File: config.mk
export PLATFORM = sky130hd
export DESIGN_NAME = pkt_encapsulator_flat
export DESIGN_NICKNAME = d
export VERILOG_FILES = /design/src/rtl/pkt_encapsulator_if.sv /design/src/rtl/pkt_encapsulator.sv /design/src/flat_wrapper.sv
export SDC_FILE = /design/constraint.sdc
export NUM_CORES = 1
export LEC_CHECK = 0
export CELL_PAD_IN_SITES_DETAIL_PLACEMENT = 1
export CELL_PAD_IN_SITES_GLOBAL_PLACEMENT = 1
export CORE_UTILIZATION = 35
export CTS_BUF_LIST = sky130_fd_sc_hd__clkbuf_8
export CTS_CLUSTER_SIZE = 12
export DETAILED_ROUTE_END_ITERATION = 6
export GPL_ROUTABILITY_DRIVEN = 0
export HOLD_SLACK_MARGIN = 0.05
export PLACE_DENSITY_LB_ADDON = 0.1
export RECOVER_POWER = 25
export SETUP_SLACK_MARGIN = 0.4
export SLEW_MARGIN = 30
export SYNTH_ARGS = -nofsm -noshare
export SYNTH_HDL_FRONTEND = slang
export SYNTH_SLANG_ARGS = --single-unit
File: constraint.sdc
create_clock -name clk -period 4.1 [get_ports clk]
set_input_delay 1.025 -clock clk [delete_from_list [all_inputs] [get_ports clk]]
set_output_delay 1.025 -clock clk [all_outputs]
set_load 0.05 [all_outputs]
File: src/rtl/pkt_encapsulator_if.sv
// Bundle of the encapsulator's control, source-memory read and FIFO write signals.
// The master side is the encapsulator. The slave side is the router controller, memory and FIFO.
interface pkt_encapsulator_if #(
  parameter int DW = 64,
  parameter int AW = 10
);
  logic          start_encap_pkt;
  logic [AW-1:0] router_src_addr;
  logic [AW-1:0] router_dst_addr_send;
  logic [8:0]    header_pkt_send;
  logic          mem_rd_en;
  logic [AW-1:0] mem_rd_addr;
  logic [DW-1:0] mem_rd_data;
  logic          fifo_full;
  logic          fifo_wr_en;
  logic [DW-1:0] fifo_wr_data;
  logic          encap_done;
  logic          encap_busy;

  modport master (
    input  start_encap_pkt, router_src_addr, router_dst_addr_send, header_pkt_send,
    input  mem_rd_data, fifo_full,
    output mem_rd_en, mem_rd_addr, fifo_wr_en, fifo_wr_data, encap_done, encap_busy
  );

  modport slave (
    output start_encap_pkt, router_src_addr, router_dst_addr_send, header_pkt_send,
    output mem_rd_data, fifo_full,
    input  mem_rd_en, mem_rd_addr, fifo_wr_en, fifo_wr_data, encap_done, encap_busy
  );
endinterface

File: src/rtl/pkt_encapsulator.sv
// Reads NUMBER_PACKET payload words from source memory and writes header/payload pairs
// into the router input-port-0 FIFO, stalling on fifo_full and pulsing encap_done at the end.
module pkt_encapsulator #(
  parameter int AURORA_DATA_WIDTH = 64,
  parameter int ADDR_WIDTH        = 10,
  parameter int NUMBER_PACKET     = 19,
  parameter int PKT_IDX_W         = $clog2(NUMBER_PACKET)
) (
  input  logic             clk,
  input  logic             rst,
  pkt_encapsulator_if.master bus
);

  localparam int HDR_W = 9 + PKT_IDX_W + 2 * ADDR_WIDTH;
  localparam int PAD_W = AURORA_DATA_WIDTH - HDR_W;
  localparam logic [PKT_IDX_W-1:0] LAST_IDX = PKT_IDX_W'(NUMBER_PACKET - 1);

  typedef enum logic [2:0] {
    IDLE     = 3'd0,
    RD_MEM   = 3'd1,
    WAIT_MEM = 3'd2,
    WR_HDR   = 3'd3,
    WR_DATA  = 3'd4,
    DONE     = 3'd5
  } state_t;

  state_t                       state_q, state_d;
  logic [PKT_IDX_W-1:0]         pkt_idx_q, pkt_idx_d;
  logic [ADDR_WIDTH-1:0]        src_base_q, src_base_d;
  logic [ADDR_WIDTH-1:0]        dst_base_q, dst_base_d;
  logic [8:0]                   hdr_ctl_q, hdr_ctl_d;
  logic [AURORA_DATA_WIDTH-1:0] payload_q, payload_d;

  logic [ADDR_WIDTH-1:0]        src_sum_s;
  logic [ADDR_WIDTH-1:0]        dst_sum_s;
  logic [HDR_W-1:0]             hdr_fields_s;
  logic [AURORA_DATA_WIDTH-1:0] hdr_word_s;
  logic                         last_pkt_s;

  logic                         mem_rd_en_s;
  logic [ADDR_WIDTH-1:0]        mem_rd_addr_s;
  logic                         fifo_wr_en_s;
  logic [AURORA_DATA_WIDTH-1:0] fifo_wr_data_s;
  logic                         encap_done_s;
  logic                         encap_busy_s;

  // Address sums wrap naturally at ADDR_WIDTH; the header is left-aligned in the FIFO word.
  assign src_sum_s    = src_base_q + ADDR_WIDTH'(pkt_idx_q);
  assign dst_sum_s    = dst_base_q + ADDR_WIDTH'(pkt_idx_q);
  assign hdr_fields_s = {hdr_ctl_q, pkt_idx_q, dst_sum_s, src_sum_s};
  assign hdr_word_s   = AURORA_DATA_WIDTH'(hdr_fields_s) << PAD_W;
  assign last_pkt_s   = (pkt_idx_q == LAST_IDX);

  always_ff @(posedge clk or posedge rst) begin
    if (rst) begin
      state_q    <= IDLE;
      pkt_idx_q  <= '0;
      src_base_q <= '0;
      dst_base_q <= '0;
      hdr_ctl_q  <= 9'd0;
      payload_q  <= '0;
    end else begin
      state_q    <= state_d;
      pkt_idx_q  <= pkt_idx_d;
      src_base_q <= src_base_d;
      dst_base_q <= dst_base_d;
      hdr_ctl_q  <= hdr_ctl_d;
      payload_q  <= payload_d;
    end
  end

  always_comb begin
    state_d = state_q;
    case (state_q)
      IDLE:     state_d = bus.start_encap_pkt ? RD_MEM : IDLE;
      RD_MEM:   state_d = WAIT_MEM;
      WAIT_MEM: state_d = WR_HDR;
      WR_HDR:   state_d = bus.fifo_full ? WR_HDR : WR_DATA;
      WR_DATA: begin
        if (bus.fifo_full) begin
          state_d = WR_DATA;
        end else begin
          state_d = last_pkt_s ? DONE : RD_MEM;
        end
      end
      DONE:     state_d = IDLE;
      default:  state_d = IDLE;
    endcase
  end

  // Transfer context is captured only on an accepted start, so input changes mid-transfer are inert.
  always_comb begin
    pkt_idx_d  = pkt_idx_q;
    src_base_d = src_base_q;
    dst_base_d = dst_base_q;
    hdr_ctl_d  = hdr_ctl_q;
    payload_d  = payload_q;
    case (state_q)
      IDLE: begin
        if (bus.start_encap_pkt) begin
          src_base_d = bus.router_src_addr;
          dst_base_d = bus.router_dst_addr_send;
          hdr_ctl_d  = bus.header_pkt_send;
          pkt_idx_d  = '0;
        end else begin
          pkt_idx_d  = pkt_idx_q;
        end
      end
      WAIT_MEM: payload_d = bus.mem_rd_data;
      WR_DATA: begin
        if (!bus.fifo_full && !last_pkt_s) begin
          pkt_idx_d = pkt_idx_q + PKT_IDX_W'(1);
        end else begin
          pkt_idx_d = pkt_idx_q;
        end
      end
      default: pkt_idx_d = pkt_idx_q;
    endcase
  end

  // The write strobe is gated by the live full flag so a full FIFO is never written.
  always_comb begin
    mem_rd_en_s    = 1'b0;
    mem_rd_addr_s  = '0;
    fifo_wr_en_s   = 1'b0;
    fifo_wr_data_s = '0;
    encap_done_s   = 1'b0;
    encap_busy_s   = (state_q != IDLE);
    case (state_q)
      RD_MEM: begin
        mem_rd_en_s   = 1'b1;
        mem_rd_addr_s = src_sum_s;
      end
      WR_HDR: begin
        fifo_wr_data_s = hdr_word_s;
        fifo_wr_en_s   = !bus.fifo_full;
      end
      WR_DATA: begin
        fifo_wr_data_s = payload_q;
        fifo_wr_en_s   = !bus.fifo_full;
      end
      DONE:    encap_done_s = 1'b1;
      default: encap_done_s = 1'b0;
    endcase
  end

  assign bus.mem_rd_en    = mem_rd_en_s;
  assign bus.mem_rd_addr  = mem_rd_addr_s;
  assign bus.fifo_wr_en   = fifo_wr_en_s;
  assign bus.fifo_wr_data = fifo_wr_data_s;
  assign bus.encap_done   = encap_done_s;
  assign bus.encap_busy   = encap_busy_s;

endmodule

File: src/flat_wrapper.sv
// flat-port wrapper written by rule: the top's interface ports become plain ports
module pkt_encapsulator_flat 
#(
  parameter int AURORA_DATA_WIDTH = 64,
  parameter int ADDR_WIDTH        = 10,
  parameter int NUMBER_PACKET     = 19,
  parameter int PKT_IDX_W         = $clog2(NUMBER_PACKET)
)
  (clk, rst, bus_start_encap_pkt, bus_router_src_addr, bus_router_dst_addr_send, bus_header_pkt_send, bus_mem_rd_data, bus_fifo_full, bus_mem_rd_en, bus_mem_rd_addr, bus_fifo_wr_en, bus_fifo_wr_data, bus_encap_done, bus_encap_busy);
  pkt_encapsulator_if #(.DW((64)), .AW((10))) bus_i ();
  input  logic clk;
  input  logic rst;
  input wire logic [$bits(bus_i.start_encap_pkt)-1:0] bus_start_encap_pkt;
  input wire logic [$bits(bus_i.router_src_addr)-1:0] bus_router_src_addr;
  input wire logic [$bits(bus_i.router_dst_addr_send)-1:0] bus_router_dst_addr_send;
  input wire logic [$bits(bus_i.header_pkt_send)-1:0] bus_header_pkt_send;
  input wire logic [$bits(bus_i.mem_rd_data)-1:0] bus_mem_rd_data;
  input wire logic [$bits(bus_i.fifo_full)-1:0] bus_fifo_full;
  output wire logic [$bits(bus_i.mem_rd_en)-1:0] bus_mem_rd_en;
  output wire logic [$bits(bus_i.mem_rd_addr)-1:0] bus_mem_rd_addr;
  output wire logic [$bits(bus_i.fifo_wr_en)-1:0] bus_fifo_wr_en;
  output wire logic [$bits(bus_i.fifo_wr_data)-1:0] bus_fifo_wr_data;
  output wire logic [$bits(bus_i.encap_done)-1:0] bus_encap_done;
  output wire logic [$bits(bus_i.encap_busy)-1:0] bus_encap_busy;
  assign bus_i.start_encap_pkt = bus_start_encap_pkt;
  assign bus_i.router_src_addr = bus_router_src_addr;
  assign bus_i.router_dst_addr_send = bus_router_dst_addr_send;
  assign bus_i.header_pkt_send = bus_header_pkt_send;
  assign bus_i.mem_rd_data = bus_mem_rd_data;
  assign bus_i.fifo_full = bus_fifo_full;
  assign bus_mem_rd_en = bus_i.mem_rd_en;
  assign bus_mem_rd_addr = bus_i.mem_rd_addr;
  assign bus_fifo_wr_en = bus_i.fifo_wr_en;
  assign bus_fifo_wr_data = bus_i.fifo_wr_data;
  assign bus_encap_done = bus_i.encap_done;
  assign bus_encap_busy = bus_i.encap_busy;
  pkt_encapsulator #(.AURORA_DATA_WIDTH(AURORA_DATA_WIDTH), .ADDR_WIDTH(ADDR_WIDTH), .NUMBER_PACKET(NUMBER_PACKET), .PKT_IDX_W(PKT_IDX_W)) u_core (.clk(clk), .rst(rst), .bus(bus_i));
endmodule
==> summary.txt, run 1 <==
Place
  – DP Wirelength: 10.9 mm
  – I/O Buffers: 174
  – Placed insts: 822
  – Dpl ws: 433 ps

Synthesis
  – Commonest cells post-synth: nand2_1, dfrtp_1, mux2_2, and3_1, o21ai_0
  – Top-count cell post-synth: nand2_1
  – Synth warn: 0
  – Syn_area_per_cell: 10.4 sq um
  – Top FF cell, synth: dfrtp_1
  – Share of synthesized registers carrying an async set or reset: 1.00
  – Synthesized flop and latch total: 101
  – Post-synth top area cell: dfrtp_1
  – Dominant cells by area after synthesis: dfrtp_1, mux2_2, nand2_1, and3_1, ha_1
  – Adder-Cell Fraction of Synth Area: 0.0375
  – Count of cell types in the netlist: 42
  – Synthesized Nets: 601
  – Compound-Gate Fraction of Synth Area: 0.0981
  – Synth Cell Area: 0.00508 sq mm
  – Post-synthesis mux area share: 0.142
  – Number of synthesized flops with an enable pin: 0
  – Synth Area in XOR/XNOR: 0.0242
  – Synth top area share: 0.498
  – Main combinational cell family by area after synthesis: simple AND/OR/NAND/NOR gates
  – Post-Synthesis Cells: 490
  – Sequential fraction of the synthesis area: 0.498
  – Post-synthesis simple-gate area fraction: 0.164

Pwr
  – Maximum vdd drop: 335 uV
  – PD cells: 711 mW/mm^2
  – Leak Pwr: 3.77 nW
  – Total power: 5.39 mW

Critical path
  – Worst EP arrival: 2550 ps
  – Worst path required time: 3070 ps
  – Worst r2r path cells: 4
  – Endpoint class of the critical path: primary output
  – Slowest cell on crit path: dfrtp_2
  – CP Class: reg -> out
  – CP startpoint: u_core.pkt_idx_q[0]$_DFFE_PP0P_
  – WP depth: 9
  – Worst-path maximum fanout: 6
  – Reg-to-reg startpoint: u_core.state_q[2]$_DFF_PP0_
  – CP Buf/Inv Count: 2
  – Delay-heaviest family, CP: adder cells
  – CP peak stage delay: 420 ps
  – Startpoint types: flip-flop
  – Worst path cell trace: ha_1 -> inv_1 -> fa_1 -> nand2b_1 -> a21oi_2 -> o2111ai_1 -> xor2_1 -> o21ai_2 -> buf_12

Global routing
  – Largest net degree at the start of global routing: 54
  – Tot GR Track Use: 0.215
  – Vias in the first global route: 4696
  – First-pass GRT wire length: 24.5 mm
  – Initial antenna violation count: 0
  – Global route total overflow: 0

Drt
  – Antenna-violating nets left: 0
  – Residual DRC count: 0
  – Via density: 5.11
  – Total Wirelength: 15.4 mm
  – Per-cell routed wire length: 18.4 um
  – Vias: 4295
  – Router iterations before antenna repair: 4
  – DR iter-0 viols: 150

Clock tree
  – CTS tree: yes
  – Clk sinks: 101
  – Deepest clock path buffer count: 2
  – CTS Root Cell: clkbuf_8
  – CTS Buf Count: 9
  – Clock slew at reported path FFs: 90 ps
  – Clk Latency, worst-skew pair: 390 ps
  – CTS HTree Levels: 3
  – Post-CTS Hold Buffers: 0

Min path
  – Hold Crit Depth: 2
  – Hold_sp: u_core.hdr_ctl_q[5]$_DFFE_PP0P_
  – Worst hold path type: reg -> reg

Finish
  – Multi-input gate area: 0.00240 sq mm
  – Fillcell total: 1526
  – Area grow syn2layout: 49.4%
  – Util after Layout: 0.542
  – Sequential cell area: 0.00253 sq mm
  – Share of cells above drive strength 1: 0.222
  – Nets: 765
  – Non-Filler Instances: 840

STA
  – RSZ-0062 raised after global routing: false
  – Final period util: 0.872
  – Max-slew violations: 49
  – Clock Skew: 14.5 ps
  – Setup-failing EPs final: 0
  – Post-layout min period: 3570 ps
  – Total Neg Setup Slack: 0 ps
  – Final hold violations: 0
  – Fmax achieved: 280 MHz
  – Tightest Pin Transition: 2440 ps
  – Slew margin rel.: -0.638
  – Final Worst Setup Slack: 525 ps

Floorplan
  – Core ar.: 0.0140 sq mm
  – I/O Pins: 175
  – Initial Utilization: 0.363
  – Die area: 0.0150 sq mm
  – Rows: 43
  – Die height: 122 um
  – Die X: 122 um

Outcome
  – Status: finished, violations left
  – Failing checks: max-capacitance violations, max-slew violations

Run
  – Max-Cap Viols: 1
==> layer usage <==
metal	global-route usage	wire length (um)
met5	0	0
met4	0.0617	162
met3	0.0599	874
met2	0.356	7600
met1	0.272	6790
==> stage by stage <==
stage	instance area, sq um	hold WS, ps
global route	7580	519
CTS	7500	487
floorplan	5080	447
finish	7580	481
detailed placement	7320	464
global placement	7320	459
==> worst min-delay path, stage by stage, from the launching register on <==
cell	delay [ps]
dfrtp_1	350
nand2_1	50
nand2_1	50
==> flip-flops by register name, summed over array words and instances, names as in the netlist <==
register,cells
u_core.state_q,3
u_core.pkt_idx_q,5
u_core.dst_base_q,10
u_core.payload_q,64
u_core.hdr_ctl_q,9
u_core.src_base_q,10
==> final cells by class <==
type	instances	share of cell area
flip-flops and latches	101	0.334
multi-input cells	347	0.316
repair buffers	184	0.291
well taps	180	0.0297
clock buffers	11	0.0200
inverters	11	0.00561
clock inverters	5	0.00363
diodes	1	0.000330
==> cell usage in the layout, fill, tap and decap left out, drive strengths merged, types with 3 or more instances in the layout <==
cell,Yosys,layout
clkdlybuf4s50,0,104
nand2,103,103
dfrtp,101,101
mux2,64,64
buf,17,46
and3,31,31
o21ai,28,28
dlymetal6s2s,0,26
nor2,23,23
a22o,16,16
clkbuf,14,16
xor2,14,14
inv,11,12
ha,12,12
a21oi,8,8
and2,4,4
nor3,3,3
nand3,3,3
nand4,3,3
nand2b,3,3
o2111ai,3,3
dlygate4sd3,0,3
a211oi,3,3
clkinvlp,0,3
==> cell families (layout without fill, tap and decap cells) <==
kind of cell / after synthesis / after routing
multiplexers: 64 / 64
AO/OA/AOI/OAI: 74 / 74
AND/OR/NAND/NOR: 181 / 181
XOR/XNOR: 14 / 14
flip-flops: 101 / 101
buffers and inverters: 42 / 211
other: 0 / 1
adder cells (fa/ha/maj): 14 / 14
==> timing repair <==
action	in CTS	in global routing
endpoints found under the setup margin	56	45
setup buffers	0	1
resized for setup	7	45
==> final timing paths <==
path	endpoint	slack, ps
worst max-delay path	bus_fifo_wr_data[48]	530
worst min-delay path	u_core.hdr_ctl_q[5]$_DFFE_PP0P_	480
worst max register to register	u_core.payload_q[42]$_DFFE_PP0P_	2010
worst min register to register	u_core.hdr_ctl_q[5]$_DFFE_PP0P_	480
max in group asynchronous	u_core.payload_q[20]$_DFFE_PP0P_	1220
min in group asynchronous	u_core.payload_q[48]$_DFFE_PP0P_	1750
==> report_power, final <==
group          switching (mW)  internal [mW]  leakage [nW]
clock network           0.354          0.249        0.0940
registers               0.307           1.48          1.22
logic                    1.65           1.35          2.46
Power figures use the tool's default switching activity.
==> inputs of run 2 (changes only) <==
--- a/config.mk
+++ b/config.mk
@@ -5,6 +5,7 @@
 export SDC_FILE = /design/constraint.sdc
 export NUM_CORES = 1
 export LEC_CHECK = 0
+export CAP_MARGIN = 20
 export CELL_PAD_IN_SITES_DETAIL_PLACEMENT = 1
 export CELL_PAD_IN_SITES_GLOBAL_PLACEMENT = 1
 export CORE_UTILIZATION = 35
@@ -20,3 +21,4 @@
 export SYNTH_ARGS = -nofsm -noshare
 export SYNTH_HDL_FRONTEND = slang
 export SYNTH_SLANG_ARGS = --single-unit
+export TNS_END_PERCENT = 1
==> run 2 against run 1 <==
  * The run still ends with max-capacitance violations, max-slew violations left
  * Highest routed layer unchanged
  * Combinational power about the same
  * Critical path type unchanged
  * Wire length is 4.1% lower
  * Largest power group unchanged
  * Clock skew is 4.1 ps lower
  * Critical endpoint is now bus_mem_rd_addr[9]
  * Global-route usage down 0.69 points
  * Cell count down 0.24%
==> summary.txt, run 2 (synthesized netlist as in run 1, its figures left out) <==
Pwr
  – Comb power frac: 0.556 (was 0.557)
  – Clock share of power: 0.111 (was 0.112)
  – Sequential Power Share: 0.333 (was 0.331)
  – Maximum vdd drop: 328 uV (was 335 uV)
  – Sw Share: 0.423 (was 0.429)
  – Leak Pwr: 3.31 nW (was 3.77 nW)
  – Pint: 3.10 mW (was 3.08 mW)
  – PD cells: 716 mW/mm^2 (was 711 mW/mm^2)
  – P_sw: 2.27 mW (was 2.31 mW)

Finish
  – Max reg flops: 64 (unchanged)
  – Util after Layout: 0.537 (was 0.542)
  – Nets: 764 (was 765)
  – Area grow syn2layout: 47.9% (was 49.4%)
  – Reg with most FFs: u_core.payload_q (unchanged)
  – Top Registers: u_core.payload_q (64), u_core.dst_base_q (10), u_core.src_base_q (10) (unchanged)
  – Most common cell after layout, fill and taps aside: clkdlybuf4s50_1 (unchanged)
  – Share of cells above drive strength 1: 0.209 (was 0.222)
  – Most frequent cells in the layout: clkdlybuf4s50_1, nand2_1, dfrtp_1, mux2_2, buf_12 (unchanged)

STA
  – RSZ-0062 raised after global routing: true (was false)
  – Slew margin rel.: -0.427 (was -0.638)
  – Post-layout min period: 3680 ps (was 3570 ps)
  – Setup-failing EPs final: 0 (unchanged)
  – Fmax achieved: 272 MHz (was 280 MHz)
  – Max-slew violations: 67 (was 49)
  – Final Worst Setup Slack: 422 ps (was 525 ps)
  – Tightest Pin Transition: 2140 ps (was 2440 ps)
  – Final hold violations: 0 (unchanged)
  – Total Neg Setup Slack: 0 ps (unchanged)
  – Final period util: 0.897 (was 0.872)
  – Clock Skew: 10.4 ps (was 14.5 ps)

Critical path
  – Worst-path maximum fanout: 7 (was 6)
  – CP peak stage delay: 500 ps (was 420 ps)
  – Worst EP arrival: 2650 ps (was 2550 ps)
  – Worst path required time: 3070 ps (about the same)
  – Most numerous cell on the critical path: o21ai_0
  – Slowest cell on crit path: dfrtp_1 (was dfrtp_2)
  – Endpoint class of the critical path: primary output (unchanged)
  – Startpoint types: flip-flop (unchanged)
  – Worst path cell trace: ha_1 -> o21ai_0 -> o21ai_0 -> o2111ai_1 -> xor2_1 -> nor2_1 -> clkdlybuf4s15_1 (was ha_1 -> inv_1 -> fa_1 -> nand2b_1 -> a21oi_2 -> o2111ai_1 -> xor2_1 -> o21ai_2 -> buf_12)
  – CP Class: reg -> out (unchanged)
  – FF-to-FF setup slack: 970 ps (was 2010 ps)

Clock tree
  – Clock slew at reported path FFs: 100 ps (was 90 ps)
  – Total setup buffers inserted after CTS: 0 (unchanged)
  – Clk Latency, worst-skew pair: 370 ps (was 390 ps)
  – CTS HTree Levels: 3 (unchanged)
  – CTS Root Cell: clkbuf_8 (unchanged)
  – Deepest clock path buffer count: 2 (unchanged)
  – CTS Buf Count: 9 (unchanged)
  – CTS tree: yes (unchanged)
  – Clk sinks: 101 (unchanged)
  – Post-CTS Hold Buffers: 0 (unchanged)

Place
  – DP Wirelength: 10.7 mm (was 10.9 mm)
  – Dpl ws: 446 ps (was 433 ps)
  – I/O Buffers: 174 (unchanged)

Global routing
  – Vias in the first global route: 4596 (was 4696)
  – Initial antenna violation count: 1 (was 0)
  – Global route total overflow: 0 (unchanged)
  – First-pass GRT wire length: 23.8 mm (was 24.5 mm)
  – Largest net degree at the start of global routing: 55 (was 54)
  – Tot GR Track Use: 0.208 (was 0.215)

Floorplan
  – I/O Pins: 175 (unchanged)
  – Die X: 122 um (unchanged)
  – Die area: 0.0150 sq mm (unchanged)
  – Core ar.: 0.0140 sq mm (unchanged)
  – Rows: 43 (unchanged)
  – Initial Utilization: 0.363 (unchanged)
  – Die height: 122 um (unchanged)

Drt
  – DR iter-0 viols: 162 (was 150)
  – Vias: 4265 (was 4295)
  – Antenna-violating nets left: 0 (unchanged)
  – Per-cell routed wire length: 17.7 um (was 18.4 um)
  – Router iterations before antenna repair: 4 (unchanged)
  – Residual DRC count: 0 (unchanged)
  – Total Wirelength: 14.8 mm (was 15.4 mm)
  – Via density: 5.09 (was 5.11)

Outcome
  – Failing checks: max-capacitance violations, max-slew violations (unchanged)
  – Status: finished, violations left (unchanged)

Min path
  – Worst hold path type: reg -> reg (unchanged)

Run
  – Max-Cap Viols: 2 (was 1)
[run 2: changes by cell type in the layout (fill, tap and decap cells not counted), sizes merged]
cell           previous run  this run
clkdlybuf4s50           104       131
dlymetal6s2s             26         0
clkinvlp                  3         0
clkbuf                   16        14
clkdlybuf4s15             0         1
dlygate4sd2               0         1
dlygate4sd3               3         2
inv                      12        13
[run 2: worst max-delay path, delay by kind of cell (launching register included)]
kind	cells	cell delay (ps)
compound gates	3	590
flops	1	500
buf+inv	1	500
fa+ha+maj	1	380
xor+xnor	1	190
simple gates	1	110
[run 2: timing repair]
item,in CTS,in global routing
endpoints found under the setup margin,50,60
cloned,0,0
gates resized for setup,4,12
[run 2: final cells by class]
class                           count  area (sq um)
Sequential cell                   101          2530
Clock inverter                      3          12.5
Clock buffer                       12           165
Multi-Input combinational cell    347          2380
Fill cell                        1533          6480
Tap cell                          180           225
Timing Repair Buffer              183          2160
Inverter                           11          41.3
Antenna cell                        1          2.50
[run 2: path summary, 6_finish.rpt]
path                                                 start                                to  depth (start not counted)
min in group asynchronous                              rst   u_core.payload_q[7]$_DFFE_PP0P_                          2
setup reg to reg               u_core.state_q[2]$_DFF_PP0_  u_core.payload_q[40]$_DFFE_PP0P_                          4
setup / recovery           u_core.pkt_idx_q[2]$_DFFE_PP0P_                bus_mem_rd_addr[9]                          7
hold reg to reg            u_core.hdr_ctl_q[8]$_DFFE_PP0P_   u_core.hdr_ctl_q[8]$_DFFE_PP0P_                          2
hold / removal             u_core.hdr_ctl_q[8]$_DFFE_PP0P_   u_core.hdr_ctl_q[8]$_DFFE_PP0P_                          2
max in group asynchronous                              rst  u_core.payload_q[33]$_DFFE_PP0P_                          2
[run 2: routing by layer]
layer	vias to the layer above	GRT usage	part of all wire
li1	2018	-	-
met1	2116	0.270	0.45
met2	118	0.340	0.48
met3	13	0.0553	0.061
met4	0	0.0572	0.011
met5	-	0	0
[run 2: power by group through the flow]
stage	Combinational [mW]	Sequential, mW	Clock [mW]
3_5_place_dp	3.03	1.81	0
2_1_floorplan	1.95	1.69	0
6_report	2.99	1.79	0.597
4_1_cts	3.03	1.79	0.625
5_1_grt	3.21	1.85	0.663
3_3_place_gp	2.96	1.77	0
[run 2: through the flow]
step           cell area [sq um]  power, mW  instances  hold WS (ps)
6_report                    7510       5.37        838           488
5_1_grt                     7510       5.72        838           517
4_1_cts                     7510       5.44        837           492
3_5_place_dp                7340       4.84        822           469
3_3_place_gp                7330       4.72        822           462
2_1_floorplan               5080       3.64        490           447
==> inputs of run 3 (changes only) <==
--- a/config.mk
+++ b/config.mk
@@ -13,6 +13,7 @@
 export CTS_CLUSTER_SIZE = 12
 export DETAILED_ROUTE_END_ITERATION = 6
 export GPL_ROUTABILITY_DRIVEN = 0
+export GPL_TIMING_DRIVEN = 1
 export HOLD_SLACK_MARGIN = 0.05
 export PLACE_DENSITY_LB_ADDON = 0.1
 export RECOVER_POWER = 25
==> results of run 3 <==
The final DEF is identical to that of run 2; final timing and power are the same.
